File: config.mk
export PLATFORM = sky130hd
export DESIGN_NAME = bpsk_bit_sequencer_flat
export DESIGN_NICKNAME = d
export VERILOG_FILES = /design/src/rtl/bpsk_bit_sequencer_if.sv /design/src/rtl/bpsk_bit_sequencer.sv /design/src/flat_wrapper.sv
export SDC_FILE = /design/constraint.sdc
export NUM_CORES = 1
export LEC_CHECK = 0
export ABC_AREA = 1
export CAP_MARGIN = 5
export CORE_ASPECT_RATIO = 1.1
export CORE_MARGIN = 5
export CORE_UTILIZATION = 55
export CTS_CLUSTER_DIAMETER = 150
export CTS_CLUSTER_SIZE = 8
export DETAILED_ROUTE_END_ITERATION = 7
export PLACE_DENSITY = 0.78
export SETUP_SLACK_MARGIN = 0.4
export SYNTH_ARGS = -nofsm -noshare
export SYNTH_HDL_FRONTEND = slang
export SYNTH_SLANG_ARGS = --single-unit
File: constraint.sdc
create_clock -name clk -period 2.1 [get_ports clk]
set_clock_uncertainty 0.2 [all_clocks]
set_input_delay 0.42 -clock clk [delete_from_list [all_inputs] [get_ports clk]]
set_output_delay 0.42 -clock clk [all_outputs]
set_load 0.005 [all_outputs]
File: src/rtl/bpsk_bit_sequencer_if.sv
`default_nettype none
// ---------------------------------------------------------------------------
// bpsk_bit_sequencer_if : byte stream in, bit/carrier-index stream out
// Rev 1.0
// ---------------------------------------------------------------------------
interface bpsk_bit_sequencer_if #(
  parameter int WAVELENGTH = 16
);
  localparam int IDX_W = $clog2(WAVELENGTH) + 1;

  logic [7:0]       in_data;
  logic             in_last;
  logic             in_valid;
  logic             in_ready;
  logic             data;
  logic [IDX_W-1:0] index;
  logic             active;
  logic             underrun;

  modport master (
    output in_data, in_last, in_valid,
    input  in_ready, data, index, active, underrun
  );

  modport slave (
    input  in_data, in_last, in_valid,
    output in_ready, data, index, active, underrun
  );
endinterface
`default_nettype wire

File: src/rtl/bpsk_bit_sequencer.sv
`default_nettype none
// ---------------------------------------------------------------------------
// bpsk_bit_sequencer : preamble + MSB-first byte serializer, carrier aligned
// Rev 1.0
// ---------------------------------------------------------------------------
module bpsk_bit_sequencer #(
  parameter int         WAVELENGTH     = 16,
  parameter int         CYCLES_PER_BIT = 4,
  parameter int         PREAMBLE_BYTES = 2,
  parameter logic [7:0] PREAMBLE_BYTE  = 8'h55
) (
  input  logic                   clk,
  input  logic                   rst,
  bpsk_bit_sequencer_if.slave    bus
);
  localparam int IDX_W = $clog2(WAVELENGTH) + 1;
  localparam int CYC_W = (CYCLES_PER_BIT > 1) ? $clog2(CYCLES_PER_BIT) : 1;
  localparam int PRE_W = (PREAMBLE_BYTES > 0) ? $clog2(PREAMBLE_BYTES + 1) : 1;
  localparam logic [IDX_W-1:0] IDX_LAST  = IDX_W'(WAVELENGTH - 1);
  localparam logic [CYC_W-1:0] CYC_LAST  = CYC_W'(CYCLES_PER_BIT - 1);
  localparam logic [PRE_W-1:0] PRE_COUNT = PRE_W'(PREAMBLE_BYTES);

  typedef enum logic [1:0] {
    ST_IDLE     = 2'd0,
    ST_PREAMBLE = 2'd1,
    ST_DATA     = 2'd2
  } state_t;

  state_t           state_q, state_d;
  logic [IDX_W-1:0] index_q, index_d;
  logic [CYC_W-1:0] cyc_q, cyc_d;
  logic [2:0]       bit_cnt_q, bit_cnt_d;
  logic [PRE_W-1:0] pre_cnt_q, pre_cnt_d;
  logic [7:0]       shifter_q, shifter_d;
  logic             cur_last_q, cur_last_d;
  logic             hold_full_q, hold_full_d;
  logic [7:0]       hold_byte_q, hold_byte_d;
  logic             hold_last_q, hold_last_d;
  logic             data_q, data_d;
  logic             active_q, active_d;
  logic             underrun_q, underrun_d;

  logic wrap, bit_end, byte_end, in_ready, accept;

  assign in_ready = ~hold_full_q & ~rst;
  assign accept   = bus.in_valid & in_ready;
  assign wrap     = (index_q == IDX_LAST);
  assign bit_end  = wrap && (cyc_q == CYC_LAST);
  assign byte_end = bit_end && (bit_cnt_q == 3'd7);

  always_comb begin
    state_d     = state_q;
    cyc_d       = cyc_q;
    bit_cnt_d   = bit_cnt_q;
    pre_cnt_d   = pre_cnt_q;
    shifter_d   = shifter_q;
    cur_last_d  = cur_last_q;
    hold_full_d = hold_full_q;
    hold_byte_d = hold_byte_q;
    hold_last_d = hold_last_q;
    active_d    = active_q;
    underrun_d  = 1'b0;

    index_d = wrap ? '0 : index_q + 1'b1;
    if (wrap) begin
      cyc_d = (cyc_q == CYC_LAST) ? '0 : cyc_q + 1'b1;
    end

    case (state_q)
      ST_IDLE: begin
        // Frames only start on a carrier-cycle boundary.
        if (hold_full_q && wrap) begin
          cyc_d     = '0;
          bit_cnt_d = 3'd0;
          active_d  = 1'b1;
          if (PREAMBLE_BYTES > 0) begin
            shifter_d  = PREAMBLE_BYTE;
            cur_last_d = 1'b0;
            pre_cnt_d  = PRE_W'(1);
            state_d    = ST_PREAMBLE;
          end else begin
            shifter_d   = hold_byte_q;
            cur_last_d  = hold_last_q;
            hold_full_d = 1'b0;
            state_d     = ST_DATA;
          end
        end
      end
      ST_PREAMBLE: begin
        if (bit_end) begin
          shifter_d = {shifter_q[6:0], 1'b0};
          bit_cnt_d = bit_cnt_q + 1'b1;
        end
        if (byte_end) begin
          if (pre_cnt_q < PRE_COUNT) begin
            shifter_d = PREAMBLE_BYTE;
            pre_cnt_d = pre_cnt_q + 1'b1;
          end else begin
            shifter_d   = hold_byte_q;
            cur_last_d  = hold_last_q;
            hold_full_d = 1'b0;
            state_d     = ST_DATA;
          end
        end
      end
      ST_DATA: begin
        if (bit_end) begin
          shifter_d = {shifter_q[6:0], 1'b0};
          bit_cnt_d = bit_cnt_q + 1'b1;
        end
        if (byte_end) begin
          if (cur_last_q) begin
            active_d = 1'b0;
            state_d  = ST_IDLE;
          end else if (hold_full_q) begin
            shifter_d   = hold_byte_q;
            cur_last_d  = hold_last_q;
            hold_full_d = 1'b0;
          end else begin
            active_d   = 1'b0;
            underrun_d = 1'b1;
            state_d    = ST_IDLE;
          end
        end
      end
      default: state_d = ST_IDLE;
    endcase

    // in_ready is low while full, so this never collides with a transfer.
    if (accept) begin
      hold_full_d = 1'b1;
      hold_byte_d = bus.in_data;
      hold_last_d = bus.in_last;
    end

    data_d = active_d & shifter_d[7];
  end

  always_ff @(posedge clk) begin
    if (rst) begin
      state_q     <= ST_IDLE;
      index_q     <= '0;
      cyc_q       <= '0;
      bit_cnt_q   <= 3'd0;
      pre_cnt_q   <= '0;
      shifter_q   <= 8'h00;
      cur_last_q  <= 1'b0;
      hold_full_q <= 1'b0;
      hold_byte_q <= 8'h00;
      hold_last_q <= 1'b0;
      data_q      <= 1'b0;
      active_q    <= 1'b0;
      underrun_q  <= 1'b0;
    end else begin
      state_q     <= state_d;
      index_q     <= index_d;
      cyc_q       <= cyc_d;
      bit_cnt_q   <= bit_cnt_d;
      pre_cnt_q   <= pre_cnt_d;
      shifter_q   <= shifter_d;
      cur_last_q  <= cur_last_d;
      hold_full_q <= hold_full_d;
      hold_byte_q <= hold_byte_d;
      hold_last_q <= hold_last_d;
      data_q      <= data_d;
      active_q    <= active_d;
      underrun_q  <= underrun_d;
    end
  end

  assign bus.in_ready = in_ready;
  assign bus.data     = data_q;
  assign bus.index    = index_q;
  assign bus.active   = active_q;
  assign bus.underrun = underrun_q;

endmodule
`default_nettype wire
File: src/flat_wrapper.sv
// flat-port wrapper written by rule: the top's interface ports become plain ports
module bpsk_bit_sequencer_flat 
#(
  parameter int         WAVELENGTH     = 16,
  parameter int         CYCLES_PER_BIT = 4,
  parameter int         PREAMBLE_BYTES = 2,
  parameter logic [7:0] PREAMBLE_BYTE  = 8'h55
)
  (clk, rst, bus_in_data, bus_in_last, bus_in_valid, bus_in_ready, bus_data, bus_index, bus_active, bus_underrun);
  bpsk_bit_sequencer_if #(.WAVELENGTH(WAVELENGTH)) bus_i ();
  input  logic clk;
  input  logic rst;
  input wire logic [$bits(bus_i.in_data)-1:0] bus_in_data;
  input wire logic [$bits(bus_i.in_last)-1:0] bus_in_last;
  input wire logic [$bits(bus_i.in_valid)-1:0] bus_in_valid;
  output wire logic [$bits(bus_i.in_ready)-1:0] bus_in_ready;
  output wire logic [$bits(bus_i.data)-1:0] bus_data;
  output wire logic [$bits(bus_i.index)-1:0] bus_index;
  output wire logic [$bits(bus_i.active)-1:0] bus_active;
  output wire logic [$bits(bus_i.underrun)-1:0] bus_underrun;
  assign bus_i.in_data = bus_in_data;
  assign bus_i.in_last = bus_in_last;
  assign bus_i.in_valid = bus_in_valid;
  assign bus_in_ready = bus_i.in_ready;
  assign bus_data = bus_i.data;
  assign bus_index = bus_i.index;
  assign bus_active = bus_i.active;
  assign bus_underrun = bus_i.underrun;
  bpsk_bit_sequencer #(.WAVELENGTH(WAVELENGTH), .CYCLES_PER_BIT(CYCLES_PER_BIT), .PREAMBLE_BYTES(PREAMBLE_BYTES), .PREAMBLE_BYTE(PREAMBLE_BYTE)) u_core (.clk(clk), .rst(rst), .bus(bus_i));
endmodule
Word level (Yosys, flattened, before mapping)
Index checks and enable logic that the tools add are counted.
W data, S select, Z words.
- memories: 0
- bits in latches: 0
- output and inout port bits: 9
- flip-flop bits (word level): 36
- memory bits (read-only): 0
- bits in writable memories: 0
- $lt $le $gt $ge: 1
- bitwise operators: 7
- div/mod/pow operators: 0
- shift operators: 0
- add/sub/neg operators: 4
- reduce and logical (&&, ||, !) cells: 17
- mux-type cells: 44
- equality and inequality tests: 16
- $mul: 0
- operators with widths (kind ; number):
    $mux W8 ; 7
    $mux W2 ; 12
    $pmux W8 S3 ; 1
    $mux W1 ; 16
    $reduce_and A5 Y1 ; 3
    $ne A2 B1 Y1 const B ; 5
    $mux W3 ; 2
    $ne A3 B1 Y1 const B ; 2
    $ne A3 B2 Y1 const B ; 2
    $pmux W2 S3 ; 1
    $pmux W3 S2 ; 1
    $reduce_bool A3 Y1 ; 2
    $add A5 B1 Y5 const B ; 1
    $eq A5 B4 Y1 const B ; 1
    $add A2 B1 Y2 const B ; 2
    $eq A2 B2 Y1 const B ; 2
    $not A1 Y1 ; 4
    $pmux W1 S2 ; 2
    $pmux W2 S2 ; 1
    $reduce_and A4 Y1 ; 1
    $reduce_bool A2 Y1 ; 2
    $reduce_or A2 Y1 ; 2
    $reduce_or A4 Y1 ; 1
    $add A3 B1 Y3 const B ; 1
    11 further kinds ; 15

Longest topological paths before layout
- depth after elaboration: 8
- depth in mapped cells: 14
- mapped depth without buffers: 13

Least setup slack after synthesis
Ideal clock, no wire load.
- path kind: reg-to-reg
- start point: register u_core.index_q[0] (netlist: u_core.bus.index[0])
- end point: register u_core.shifter_q[7]
- path slack: 0.154 ns
- data arrival time: 1.608 ns
- period minus slack after synthesis: 1.946 ns
- stages on the path, launching flop included: 14
- buffers on the path: 2
- library setup time: 0.138 ns
- cells stage by stage: dfxtp_1 > ha_1 > nand2_1 > nor2_1 > ha_1 > buf_6 > nand2_2 > buf_6 > nor2_8 > nand2_4 > nand3_1 > nand2_1 > nand2_1 > a21oi_1
- longest elaborated chain between the ends: 7
- ends and longest elaborated chain (element ; RTL line ; RTL):
    start, declared ; bpsk_bit_sequencer.sv:30 ; logic [IDX_W-1:0] index_q, index_d;
    start signal, assigned ; bpsk_bit_sequencer.sv:156 ; index_q <= index_d;
    $eq A5 B4 Y1 (*) ; bpsk_bit_sequencer.sv:47 ; assign wrap = (index_q == IDX_LAST);
    $logic_and A1 B1 Y1 ; bpsk_bit_sequencer.sv:48 ; assign bit_end = wrap && (cyc_q == CYC_LAST);
    $mux W8 ; bpsk_bit_sequencer.sv:90 ; if (bit_end) begin
    $mux W8 ; bpsk_bit_sequencer.sv:115 ; end else if (hold_full_q) begin
    $mux W8 ; bpsk_bit_sequencer.sv:112 ; if (cur_last_q) begin
    $mux W8 ; bpsk_bit_sequencer.sv:111 ; if (byte_end) begin
    $pmux W8 S3 (*) ; bpsk_bit_sequencer.sv:69 ; case (state_q)
    end signal, assigned ; bpsk_bit_sequencer.sv:160 ; shifter_q <= shifter_d;
    end, declared ; bpsk_bit_sequencer.sv:34 ; logic [7:0] shifter_q, shifter_d;
Mark *: on every way between the ends. The rest lies on a longest branch, timed or not. The select of a mux whose other input is x is not followed.
A chain may end at the register's enable or synchronous reset.

Worst setup path after layout
- start point: register u_core.index_q[0] (netlist: u_core.bus.index[0])
- end point: register u_core.hold_full_q
- longest elaborated chain between the ends: 5
- ends and longest elaborated chain (element ; RTL line ; RTL):
    $eq A5 B4 Y1 (*) ; bpsk_bit_sequencer.sv:47 ;
    $logic_and A1 B1 Y1 (*) ; bpsk_bit_sequencer.sv:48 ;
    $logic_and A1 B1 Y1 (*) ; bpsk_bit_sequencer.sv:49 ; assign byte_end = bit_end && (bit_cnt_q == 3'd7);
    $ne A3 B1 Y1 (no source line) ; -- ;
    $reduce_and A5 Y1 (no source line) (*) ; -- ;
    end signal, assigned ; bpsk_bit_sequencer.sv:162 ; hold_full_q <= hold_full_d;
    end, declared ; bpsk_bit_sequencer.sv:36 ; logic hold_full_q, hold_full_d;
Mark *: on every way between the ends. The rest lies on a longest branch, timed or not.

==> impl_metrics.env <==
export IMPL_clockBufferDepth=2
export IMPL_cts_buffers_inserted=5
export IMPL_cts_htree_levels=2
export IMPL_io_pins=21
export IMPL_max_cap_violations=0
export IMPL_switching_share_pct=38.7
export IMPL_ctsRootBufferMaster="clkbuf_4"
export IMPL_synth_main_ff_cell="dfxtp_1"
export IMPL_synth_cells=264
export IMPL_drt_iter0_markers=218
export IMPL_drive_above_1_share_pct=25.5
export IMPL_ant_nets=0
export IMPL_crit_path_max_incr_delay_ns=0.37
export IMPL_worstPathMaxFanout=5
export IMPL_dp_slack_ns=-0.0550
export IMPL_maxSlewViolCount=0
export IMPL_post_synth_cell_area_avg_um2=7.23
export IMPL_synth_simple_gate_area_share_pct=34.4
export IMPL_synthAdderAreaFrac_pct=6.56
export IMPL_relSlewSlack_pct=76.1
export IMPL_antenna_found_initial=0
export IMPL_grt_max_degree=14
export IMPL_port_buffers=20
export IMPL_wirelength_mm=4.46
export IMPL_die_height_um=71.8
export IMPL_synth_most_common_cell="nand2_1"
export IMPL_hold_class="reg2reg"
export IMPL_min_period_ns=1.87
export IMPL_hold_ws_ns=0.262
export IMPL_cpMaxStageDelayCell="dfxtp_2"
export IMPL_synth_cell_types=29
export IMPL_ys_warn_count=0
export IMPL_grt_usage_pct=19.2
export IMPL_synthTopCellsByArea="dfxtp_1 38%, nand2_1 15%, nand3_1 9.4%"
export IMPL_crit_start="u_core.bus.index[0]$_SDFF_PP0_"
export IMPL_first_pass_iters=4
export IMPL_yosysTopAreaCell="dfxtp_1"
export IMPL_core_area_um2=3330
export IMPL_tightest_slew_ns=0.358
export IMPL_min_delay_start="u_core.hold_byte_q[6]$_SDFFE_PP0P_"
export IMPL_synth_top_cells_by_count="77 x nand2_1, 36 x dfxtp_1, 36 x nand3_1"
export IMPL_insertion_delay_ns=0.34
export IMPL_clk_pin_slew_ns=0.10
export IMPL_setup_viol=0
export IMPL_cts_tree="yes"
export IMPL_setup_slack_ns=0.229
export IMPL_p_int_uw=1260
export IMPL_p_sw_uw=795
export IMPL_r2r_start="u_core.bus.index[0]$_SDFF_PP0_"
export IMPL_synth_area_mux_share_pct=0
export IMPL_post_drt_wl_per_cell_um=12.7
export IMPL_syn2layout_area_growth_pct=33.5
export IMPL_grt_first_pass_wirelength_mm=7.15
export IMPL_dp_hpwl_mm=3.08
export IMPL_ys_seq_area_share_pct=37.8
export IMPL_path_cells="ha_4 > nand2_4 > nor2_4 > ha_4 > nand2_8 > inv_6 > nand2_4 > nand2_4 > inv_4 > nor2_4 > nand3_1 > nand3_1 > nand2_1"
export IMPL_grt_pass1_vias=1645
export IMPL_synth_edf_count=0
export IMPL_synth_seq_cells=36
export IMPL_power_leakage_uw=0.00116
export IMPL_synth_top_family_by_area="simple AND/OR/NAND/NOR gates"
export IMPL_hold_buffers=0
export IMPL_peakVddDrop_mv=0.579
export IMPL_crit_required_ns=2.14
export IMPL_rsz0062_at_grt="yes"
export IMPL_rows=22
export IMPL_viasPerCell=5.25
export IMPL_drc=0
export IMPL_nNetsFinal=323
export IMPL_die_w_um=66.2
export IMPL_seq_power_share_pct=39.5
export IMPL_max_freq_mhz=535
export IMPL_dieArea_um2=4750
export IMPL_cp_start_kind="flop"
export IMPL_synth_fp_nets=286
export IMPL_n_antenna_cell=0
export IMPL_worstSetupPathType="reg2reg"
export IMPL_end_kind="flop"
export IMPL_power_density_nw_per_um2=806
export IMPL_numClockSinks=36
export IMPL_critPathArrivalTime_ns=1.91
export IMPL_status="finished clean"
export IMPL_initial_core_util_pct=57.3
export IMPL_synthArstFlopShare_pct=0
export IMPL_cpMostUsedCell="nand2_4"
export IMPL_hold_violations=0
export IMPL_synthXorXnorAreaFrac_pct=0
export IMPL_via_count=1838
export IMPL_synth_compound_area_share_pct=13.2
export IMPL_syn_area_um2=1910
export IMPL_combPwrFrac_pct=41.6
export IMPL_pwr_share_clk_pct=18.9
export IMPL_grt_ovfl_total=0
export IMPL_min_period_over_period_pct=89.1
export IMPL_rrSetupSlack_ns=0.23
export IMPL_gp_congestion=0.883
export IMPL_yosysTopAreaCellShare_pct=37.8
==> per-layer routing <==
layer	track usage [%]	wire length [µm]	up-vias
li1	-	-	934
met3	4.39	232	9
met1	23.7	1960	839
met5	0	0	-
met4	10.2	84	0
met2	30.7	2180	56
==> placed cells by master, fill, tap and decap left out, types with 4 or more instances in the layout <==
| cell type | synthesis | final |
|---|---|---|
| dlygate4sd2_1 | 0 | 7 |
| inv_1 | 28 | 25 |
| nand3_2 | 1 | 4 |
| nand3_1 | 36 | 33 |
| dfxtp_2 | 0 | 6 |
| clkbuf_4 | 0 | 5 |
| buf_4 | 0 | 14 |
| nor2_1 | 18 | 14 |
| clkdlybuf4s50_1 | 0 | 10 |
| nand2_4 | 1 | 9 |
| dfxtp_1 | 36 | 30 |
| a21oi_1 | 16 | 14 |
| ha_1 | 10 | 5 |
| o21ai_0 | 11 | 10 |
| nand2_2 | 2 | 5 |
| a21oi_2 | 4 | 6 |
| ha_4 | 0 | 4 |
| nand2_1 | 77 | 64 |
==> kinds of logic (layout without fill, tap and decap cells) <==
logic type | Yosys count | in the layout
DFF | 36 | 36
and+or+nand+nor | 143 | 143
buffers and inverters | 36 | 74
adders and majority gates | 10 | 10
AOI/OAI and AO/OA | 39 | 39
==> repair_timing <==
action                     CTS  global route
gates resized for setup     36            37
pin swaps                   12            17
buffers inserted             5             0
setup endpoints to repair   28            37
==> state kept, by name (all words and copies together), names as in the netlist <==
| register | flops |
|---|---|
| u_core.bit_cnt_q | 3 |
| u_core.bus.active | 1 |
| u_core.bus.data | 1 |
| u_core.bus.index | 5 |
| u_core.bus.underrun | 1 |
| u_core.cur_last_q | 1 |
| u_core.cyc_q | 2 |
| u_core.hold_byte_q | 8 |
| u_core.hold_full_q | 1 |
| u_core.hold_last_q | 1 |
| u_core.pre_cnt_q | 2 |
| u_core.shifter_q | 8 |
| u_core.state_q | 2 |
==> cell type report <==
class                      count  area, µm²
tap                           48       60.1
multi-input combinational    192       1250
sequential                    36        728
clock buffer                   8       58.8
timing repair buffer          37        333
inverter                      29        116
fill                         241        783
==> final timing paths <==
kind                                   endpoint  depth (start not counted)
max             u_core.hold_full_q$_SDFFE_PP0P_                         13
min          u_core.hold_byte_q[6]$_SDFFE_PP0P_                          2
max reg2reg     u_core.hold_full_q$_SDFFE_PP0P_                         13
min reg2reg  u_core.hold_byte_q[6]$_SDFFE_PP0P_                          2
==> critical path: cells and delay by family, from the launching register on <==
family | cells | cell delay, ns
flip-flops | 1 | 0.37
AND/OR/NAND/NOR | 9 | 0.75
buffers and inverters | 2 | 0.13
adder cells (fa/ha/maj) | 2 | 0.33
==> power by group through the flow <==
stage	registers [µW]	logic [µW]	clock network (µW)
2_1_floorplan	806	471	0
3_3_place_gp	813	620	0
3_5_place_dp	814	634	0
4_1_cts	803	689	401
5_1_grt	821	922	425
6_report	812	853	389
==> through the flow <==
step	utilization [%]	TNS [ns]	area, µm²	power (µW)	std cells
after floorplan	-	0	1920	1280	264
after global placement	66.7	-0.0792	2220	1430	337
after detailed placement	66.7	-0.0550	2220	1450	337
after CTS	71.8	0	2390	1890	350
after global routing	76.5	0	2550	2170	350
final	76.5	0	2550	2050	350
No activity file was read; power rests on OpenSTA's default activity.
